$ cat src/rtl/core_run_ctrl.sv
// rtl/core_run_ctrl.sv - run/step/run-N controller generating CPU and memory clock enables
// Optional breakpoint logic: define CORE_RUN_CTRL_BP_EN.
module core_run_ctrl #(
  parameter int DIV_LOG2 = 1,
  parameter int PC_W     = 32,
  parameter int NUM_BP   = 2,
  parameter int CNT_W    = 16
) (
  input  logic                   clk,
  input  logic                   aresetn,
  input  logic [1:0]             mode,
  input  logic                   step,
  input  logic                   start,
  input  logic [CNT_W-1:0]       run_n,
  input  logic [PC_W-1:0]        pc,
  input  logic [NUM_BP*PC_W-1:0] bp_addr,
  input  logic [NUM_BP-1:0]      bp_valid,
  output logic                   cpu_ce,
  output logic                   mem_ce,
  output logic                   halted,
  output logic [NUM_BP-1:0]      bp_hit,
  output logic [31:0]            cycle_cnt
);

  typedef enum logic [2:0] {
    S_STOP      = 3'd0,
    S_STEP_PEND = 3'd1,
    S_RUN       = 3'd2,
    S_BURST     = 3'd3,
    S_BRK       = 3'd4
  } state_t;

  localparam logic [DIV_LOG2-1:0] MEM_PH = DIV_LOG2'((1 << (DIV_LOG2 - 1)) - 1);

  state_t              state, state_n;
  logic [DIV_LOG2-1:0] ph;
  logic [CNT_W-1:0]    rem;
  logic                sync1, sync2, sync3;
  logic                step_rise, tick, bp_match, skip;
  logic                mode_step, mode_run, mode_runn;
  logic                load_rem, enter_brk, exit_brk;

  assign tick      = &ph;
  assign mem_ce    = (ph == MEM_PH);
  assign step_rise = sync2 & ~sync3;
  assign mode_run  = (mode == 2'b01);
  assign mode_runn = (mode == 2'b10);
  assign mode_step = ~mode_run & ~mode_runn;

`ifdef CORE_RUN_CTRL_BP_EN
  logic [NUM_BP-1:0] bp_eq;

  always_comb begin
    bp_eq = '0;
    for (int i = 0; i < NUM_BP; i++)
      bp_eq[i] = bp_valid[i] && (pc == bp_addr[i*PC_W +: PC_W]);
  end

  // skip lets the instruction sitting on the breakpoint PC execute once after resume
  assign bp_match = (|bp_eq) & ~skip;

  always_ff @(posedge clk or negedge aresetn) begin
    if (!aresetn) begin
      skip   <= 1'b0;
      bp_hit <= '0;
    end else begin
      if (exit_brk) begin
        skip   <= 1'b1;
        bp_hit <= '0;
      end else begin
        if (cpu_ce)
          skip <= 1'b0;
        if (enter_brk)
          bp_hit <= bp_hit | bp_eq;
      end
    end
  end
`else
  logic unused_bp;

  assign bp_match  = 1'b0;
  assign skip      = 1'b0;
  assign bp_hit    = '0;
  assign unused_bp = ^{pc, bp_addr, bp_valid, enter_brk, exit_brk, skip};
`endif

  assign cpu_ce = tick & ((((state == S_RUN) || (state == S_BURST)) & ~bp_match)
                          | (state == S_STEP_PEND));

  always_comb begin
    state_n   = state;
    load_rem  = 1'b0;
    enter_brk = 1'b0;
    exit_brk  = 1'b0;
    case (state)
      S_STOP: begin
        if (mode_step && step_rise)
          state_n = S_STEP_PEND;
        else if (mode_run && start)
          state_n = S_RUN;
        else if (mode_runn && start && (run_n != '0)) begin
          state_n  = S_BURST;
          load_rem = 1'b1;
        end
      end
      S_STEP_PEND: begin
        if (tick)
          state_n = S_STOP;
      end
      S_RUN: begin
        if (tick && bp_match) begin
          state_n   = S_BRK;
          enter_brk = 1'b1;
        end else if (!mode_run)
          state_n = S_STOP;
      end
      S_BURST: begin
        if (tick && bp_match) begin
          state_n   = S_BRK;
          enter_brk = 1'b1;
        end else if (cpu_ce && (rem == CNT_W'(1)))
          state_n = S_STOP;
        else if (!mode_runn)
          state_n = S_STOP;
      end
      S_BRK: begin
        if (mode_run && start) begin
          state_n  = S_RUN;
          exit_brk = 1'b1;
        end else if (mode_runn && start) begin
          exit_brk = 1'b1;
          if (run_n != '0) begin
            state_n  = S_BURST;
            load_rem = 1'b1;
          end else
            state_n = S_STOP;
        end else if (mode_step && step_rise) begin
          state_n  = S_STEP_PEND;
          exit_brk = 1'b1;
        end
      end
      default: state_n = S_STOP;
    endcase
  end

  always_ff @(posedge clk or negedge aresetn) begin
    if (!aresetn) begin
      state     <= S_STOP;
      ph        <= '0;
      rem       <= '0;
      sync1     <= 1'b0;
      sync2     <= 1'b0;
      sync3     <= 1'b0;
      halted    <= 1'b1;
      cycle_cnt <= '0;
    end else begin
      state  <= state_n;
      ph     <= ph + DIV_LOG2'(1);
      sync1  <= step;
      sync2  <= sync1;
      sync3  <= sync2;
      halted <= (state_n == S_STOP) || (state_n == S_BRK);
      if (load_rem)
        rem <= run_n;
      else if (cpu_ce && (state == S_BURST))
        rem <= rem - CNT_W'(1);
      if (cpu_ce)
        cycle_cnt <= cycle_cnt + 32'd1;
    end
  end

endmodule

$ cat config.mk
export PLATFORM = sky130hd
export DESIGN_NAME = core_run_ctrl
export DESIGN_NICKNAME = d
export VERILOG_FILES = /design/src/rtl/core_run_ctrl.sv
export SDC_FILE = /design/constraint.sdc
export NUM_CORES = 1
export LEC_CHECK = 0
export CAP_MARGIN = 20
export CELL_PAD_IN_SITES_DETAIL_PLACEMENT = 1
export CELL_PAD_IN_SITES_GLOBAL_PLACEMENT = 1
export CORE_AREA = 2 2 103 105
export DETAILED_ROUTE_END_ITERATION = 10
export DIE_AREA = 0 0 105 107
export HOLD_SLACK_MARGIN = 0.02
export PLACE_DENSITY_LB_ADDON = 0.1
export SYNTH_ARGS = -nofsm -noshare
export SYNTH_HDL_FRONTEND = slang
export SYNTH_SLANG_ARGS = --single-unit
$ cat constraint.sdc
create_clock -name clk -period 2.7 [get_ports clk]
set_clock_uncertainty 0.15 [all_clocks]
set_input_delay 0.54 -clock clk [delete_from_list [all_inputs] [get_ports clk]]
set_output_delay 0.54 -clock clk [all_outputs]
set_load 0.05 [all_outputs]
Yosys cells after proc, flatten, opt, wreduce, memory -nomap -nowiden:

Index checks and enable logic that the tools add are counted.

* register bits: 56
* latch bits: 0
* RAM bits: 0
* bits in read-only memories: 0
* input port bits: 120
* output and inout port bits: 37
* memories kept: 0

* add/subtract/negate cells: 3
* multipliers: 0
* div/mod/pow operators: 0
* $lt $le $gt $ge: 0
* eq/ne operators: 8
* shifts and indexed selects: 0
* mux-type cells: 21
* bitwise operators: 8
* reductions and logical operators: 12

Operators by type and width (count)
* $add 32x1->32 const B: 1
* $mux 16: 2
* $mux 3: 10
* $eq 16x1->1 const B: 1
* $reduce_bool 16->1: 1
* $sub 16x1->16 const B: 1
* $pmux 3 s5: 1
* $eq 3x2->1 const B: 2
* $eq 3x3->1 const B: 2
* $logic_and 1x1->1: 6
* $logic_not 3->1: 2
* $mux 1: 6
* $not 1->1: 4
* $and 1x1->1: 3
* $eq 3x1->1 const B: 1
* $eq 2x1->1 const B: 1
* $eq 2x2->1 const B: 1
* $logic_or 1x1->1: 2
* $mux 2: 1
* $pmux 1 s2: 1
* $reduce_bool 2->1: 1
* $add 1x1->1 const B: 1
* $or 1x1->1: 1

Longest topological paths before layout:

* depth after elaboration: 10
* depth in mapped cells: 9
* gate-level depth less buffers: 7

Worst setup path after synthesis:

Ideal clock, no wire load.

* path kind: reg-to-reg
* start: reg ph
* end: reg cycle_cnt[1]
* setup time: 0.125 ns
* arrival time: 2.427 ns
* data required time: 2.425 ns
* slack: -0.001 ns
* stages on the path, launching flop included: 4
* buffers on the path: 0
* clock period less this slack: 2.701 ns
* cell sequence: dfrtp_1 > inv_1 > nor3_1 > mux2_2

* cells in the longest elaborated chain, start to end: 1

RTL lines
* start: declaration: line 36 `logic [DIV_LOG2-1:0] ph;`
* start signal: assignment: line 158 `ph <= ph + DIV_LOG2'(1);`
* $and 1x1->1: line 87 `assign cpu_ce = tick & ((((state == S_RUN) || (state == S_BURST)) & ~bp_match)`
* net cpu_ce: line 18 `output logic cpu_ce,`
* end signal: assignment: line 168 `cycle_cnt <= cycle_cnt + 32'd1;`
* end: declaration: line 22 `output logic [31:0] cycle_cnt`

The timed path passes the listed nets, and every way through them passes these cells.
A chain may end at the register's enable or synchronous reset.

Worst setup path in the final report:

* start: in mode[0]
* end: reg rem[6]

* cells in the longest elaborated chain, start to end: 8
* elaborated cells between the ends (all ways): 17

RTL lines
* start: declaration: line 11 `input logic [1:0] mode,`
* $eq 2x2->1: line 47 `assign mode_runn = (mode == 2'b10);`
* $logic_and 1x1->1: line 101, 130
* $logic_and 1x1->1: line 101 `else if (mode_runn && start && (run_n != '0)) begin`
* $mux 1: line 101
* $mux 1: line 99 `else if (mode_run && start)`
* $mux 1: line 97 `if (mode_step && step_rise)`
* $pmux 1 s2 *: line 95 `case (state)`
* $mux 16 / $reduce_bool 2->1 (equally long branches)
* end signal: assignment: line 164 `rem <= run_n;`
* end signal: assignment: line 166 `rem <= rem - CNT_W'(1);`
* end: declaration: line 37 `logic [CNT_W-1:0] rem;`

Every way passes the cells marked *; elsewhere a longest branch is shown, timed or not.

==> qor.yml <==
outcome: "finished clean"
report.final.setup_viol: 0
place_area_sq_um: 3670
worstSetupPathType: "input port to register"
critical_path.endpoint: "rem[6]"
cts.hold.buffers_added: 0
timing.setup.tns_ns: 0
syn-instance-count: 275
rsz_0062_raised_after_global_routing: "no"
worstReg2RegStart: "rem[7]"
tightestPinTransition_ns: 0.635
detailedRoute.firstPassIterationCount: 4
report.final.slew_viol_count: 0
detail_route.wl_per_cell_um: 14.5
cap_violations: 0
ff_latch_area_sq_um: 1400
cts_buffers: 5
fin_area_sq_um: 3770
grt_antenna_before_repair: 0
detail_route.iter0.violations: 66
multi_input_comb_area_sq_um: 1320
num_rows: 37
cts_tree: "built"
post-dp-hpwl_mm: 5.39
yosys-top-cells-count: "sky130_fd_sc_hd__dfrtp_1 (55), sky130_fd_sc_hd__xnor2_1 (24), sky130_fd_sc_hd__nand2_1 (23), sky130_fd_sc_hd__nor2_1 (23), sky130_fd_sc_hd__xor2_1 (13)"
worst-endpoint-required_ns: 2.75
critical_path.startpoint_type: "input port"
synth-edff-count: 0
syn_avg_cell_area_sq_um: 10.2
pin_count: 157
dieArea_sq_um: 11200
floorplan.die.height_um: 107
vias_in_the_first_global_route: 2387
maxSlewHeadroom_pct: 57.6
post-route-period-util_pct: 92.8
p_leak_uw: 0.00157
route.detailed.drc: 0
worst_setup_path_startpoint: "mode[0]"
ys_async_sr_fraction_pct: 100
detail-route-antenna-nets: 0
wire_length_of_the_first_global_routing_pass_mm: 12.1
clock_tree.htree_level_count: 2
fillers: 1195
post-place-cells: 479
core_region_area_sq_um: 10100
grt_remaining_overflow: 0
final_nets: 475
max-vdd-ir-drop_v: 0.000269
fp.dieW_um: 105
postLayoutCoreUtil_pct: 37.4
gpl.final_weighted_congestion: 0.734
cts.reportedPaths.clkPinSlew_ns: 0.11
totalWireLength_mm: 7.07
maximum_number_of_pins_on_one_net_before_global_route_repair: 33
fin_total_pwr_uw: 2610
post-synth-top-count-cell: "sky130_fd_sc_hd__dfrtp_1"
period_minus_slack_ns: 2.51
routed-via-count: 2320
dominantRegCellSynth: "sky130_fd_sc_hd__dfrtp_1"
reg2regPathDepth: 5
post_cts.repair.setup_buffers: 0
synth.ff_latch_count: 56
port_buffers: 56
post_route_cells_drive_above_1_share_pct: 11.7
end_kind: "register"
arrival_ns: 2.56
post_drt_via_cell_ratio: 4.76
critical_path.reg2reg.endpoint: "rem[14]"
total_routing_usage_reported_by_global_routing_pct: 13.3
max_freq_mhz: 399
worstSkewPairLatency_ns: 0.31
synth.cell_area_sq_um: 2800
portion_of_synthesized_cell_area_occupied_by_the_leading_cell_type_pct: 49.2
clock_root_buffer: "sky130_fd_sc_hd__clkbuf_8"
areaGrowthSynthToFinish_pct: 34.7
cts_sinks: 56
insertedDiodeCount: 0
final-instance-count-excl-fill: 487
hold_violations: 0
setup.reg_to_reg.worst_slack_ns: 0.34
yosysTopAreaCell: "sky130_fd_sc_hd__dfrtp_1"
ys_top_cells_by_area: "sky130_fd_sc_hd__dfrtp_1 (49%), sky130_fd_sc_hd__xnor2_1 (7.5%), sky130_fd_sc_hd__xor2_1 (4.1%)"
floorplan.initialDensity_pct: 27.7
postCtsResizedCells: 0
clockBufferDepth: 2
timing.hold.worst.class: "input port to asynchronous set/reset pin"
critPathMaxFanout: 10
seq_area_frac_synth_pct: 50.1
post_synth_num_cell_types: 46
synth_warnings: 0
pwr_density_cell_nw_per_um2: 693
## critical path, stage by stage
cell	delay, ns
sky130_fd_sc_hd__clkdlybuf4s50_1	0.47
sky130_fd_sc_hd__inv_1	0.05
sky130_fd_sc_hd__ha_1	0.29
sky130_fd_sc_hd__nand3b_1	0.10
sky130_fd_sc_hd__o21ai_0	0.13
sky130_fd_sc_hd__nor3_2	0.48
sky130_fd_sc_hd__buf_4	0.28
sky130_fd_sc_hd__buf_4	0.14
sky130_fd_sc_hd__o21ai_0	0.08
## report_power, final
group	leakage [uW]	internal, uW	switching [uW]
clock	0.0000434	209	292
combinational	0.000793	382	518
sequential	0.000732	1020	197
total	0.00157	1610	1010
## sequential cells by signal (all words and copies together), names as in the netlist
register / cells
cycle_cnt: 32
halted: 1
ph: 1
rem: 16
state: 3
sync1: 1
sync2: 1
sync3: 1
## routing by layer
layer | share of wire, % | GRT usage [%] | vias up
met5 | 0 | 0 | -
li1 | - | - | 1131
met2 | 50 | 23.0 | 42
met4 | 0.86 | 3.43 | 0
met3 | 3.4 | 2.31 | 5
met1 | 46 | 17.2 | 1142
## cell type report
cell class	count	area share, %
inverter	7	0.697
tap	136	4.51
clock buffer	6	2.19
timing repair buffer	79	19.9
sequential	56	37.2
clock inverter	2	0.398
multi-input combinational	201	35.1
## cell usage in the layout (no fill, tap or decap), types with 3 or more instances in the layout
cell type / n
sky130_fd_sc_hd__nor3_1: 6
sky130_fd_sc_hd__o21ai_1: 5
sky130_fd_sc_hd__nand2_1: 23
sky130_fd_sc_hd__nor4_1: 6
sky130_fd_sc_hd__o211ai_1: 3
sky130_fd_sc_hd__xor2_1: 13
sky130_fd_sc_hd__a221o_1: 5
sky130_fd_sc_hd__nand4_1: 11
sky130_fd_sc_hd__inv_1: 7
sky130_fd_sc_hd__o31ai_1: 6
sky130_fd_sc_hd__clkbuf_8: 6
sky130_fd_sc_hd__nand3_1: 9
sky130_fd_sc_hd__and4_1: 6
sky130_fd_sc_hd__ha_1: 5
sky130_fd_sc_hd__dfrtp_1: 55
sky130_fd_sc_hd__xnor2_1: 24
sky130_fd_sc_hd__and2_1: 3
sky130_fd_sc_hd__and3_1: 5
sky130_fd_sc_hd__buf_4: 22
sky130_fd_sc_hd__clkdlybuf4s50_1: 54
sky130_fd_sc_hd__a21oi_1: 5
sky130_fd_sc_hd__o21ai_0: 12
sky130_fd_sc_hd__or3_1: 4
sky130_fd_sc_hd__nor2_1: 23
## stage by stage
stage	hold slack (ns)	worst slack, ns
finish	0.0864	0.194
global route	0.112	0.0538
CTS	0.101	0.174
detailed placement	0.188	-0.197
global placement	0.184	-0.174
floorplan	0.0944	0.383
## worst min-delay path by stage
stage | to | slack [ns] | cells past startpoint
6_report | cycle_cnt[27] | 0.09 | 1
5_1_grt | cycle_cnt[28] | 0.11 | 1
4_1_cts | cycle_cnt[27] | 0.10 | 1
3_5_place_dp | sync2 | 0.19 | 0
3_3_place_gp | sync2 | 0.18 | 0
2_1_floorplan | cycle_cnt[0] | 0.09 | 0
## cell families (layout without fill, tap and decap cells)
group	count (synthesis)	in the layout	share of synthesized area (%)
other cells	1	2	0.134
mux	1	1	0.402
xor+xnor	37	37	11.6
buf+inv	19	94	3.13
compound gates	45	45	11.3
fa+ha+maj	5	5	2.24
flops	56	56	50.1
simple gates	111	111	21.1
(Power assumes the default switching activity.)
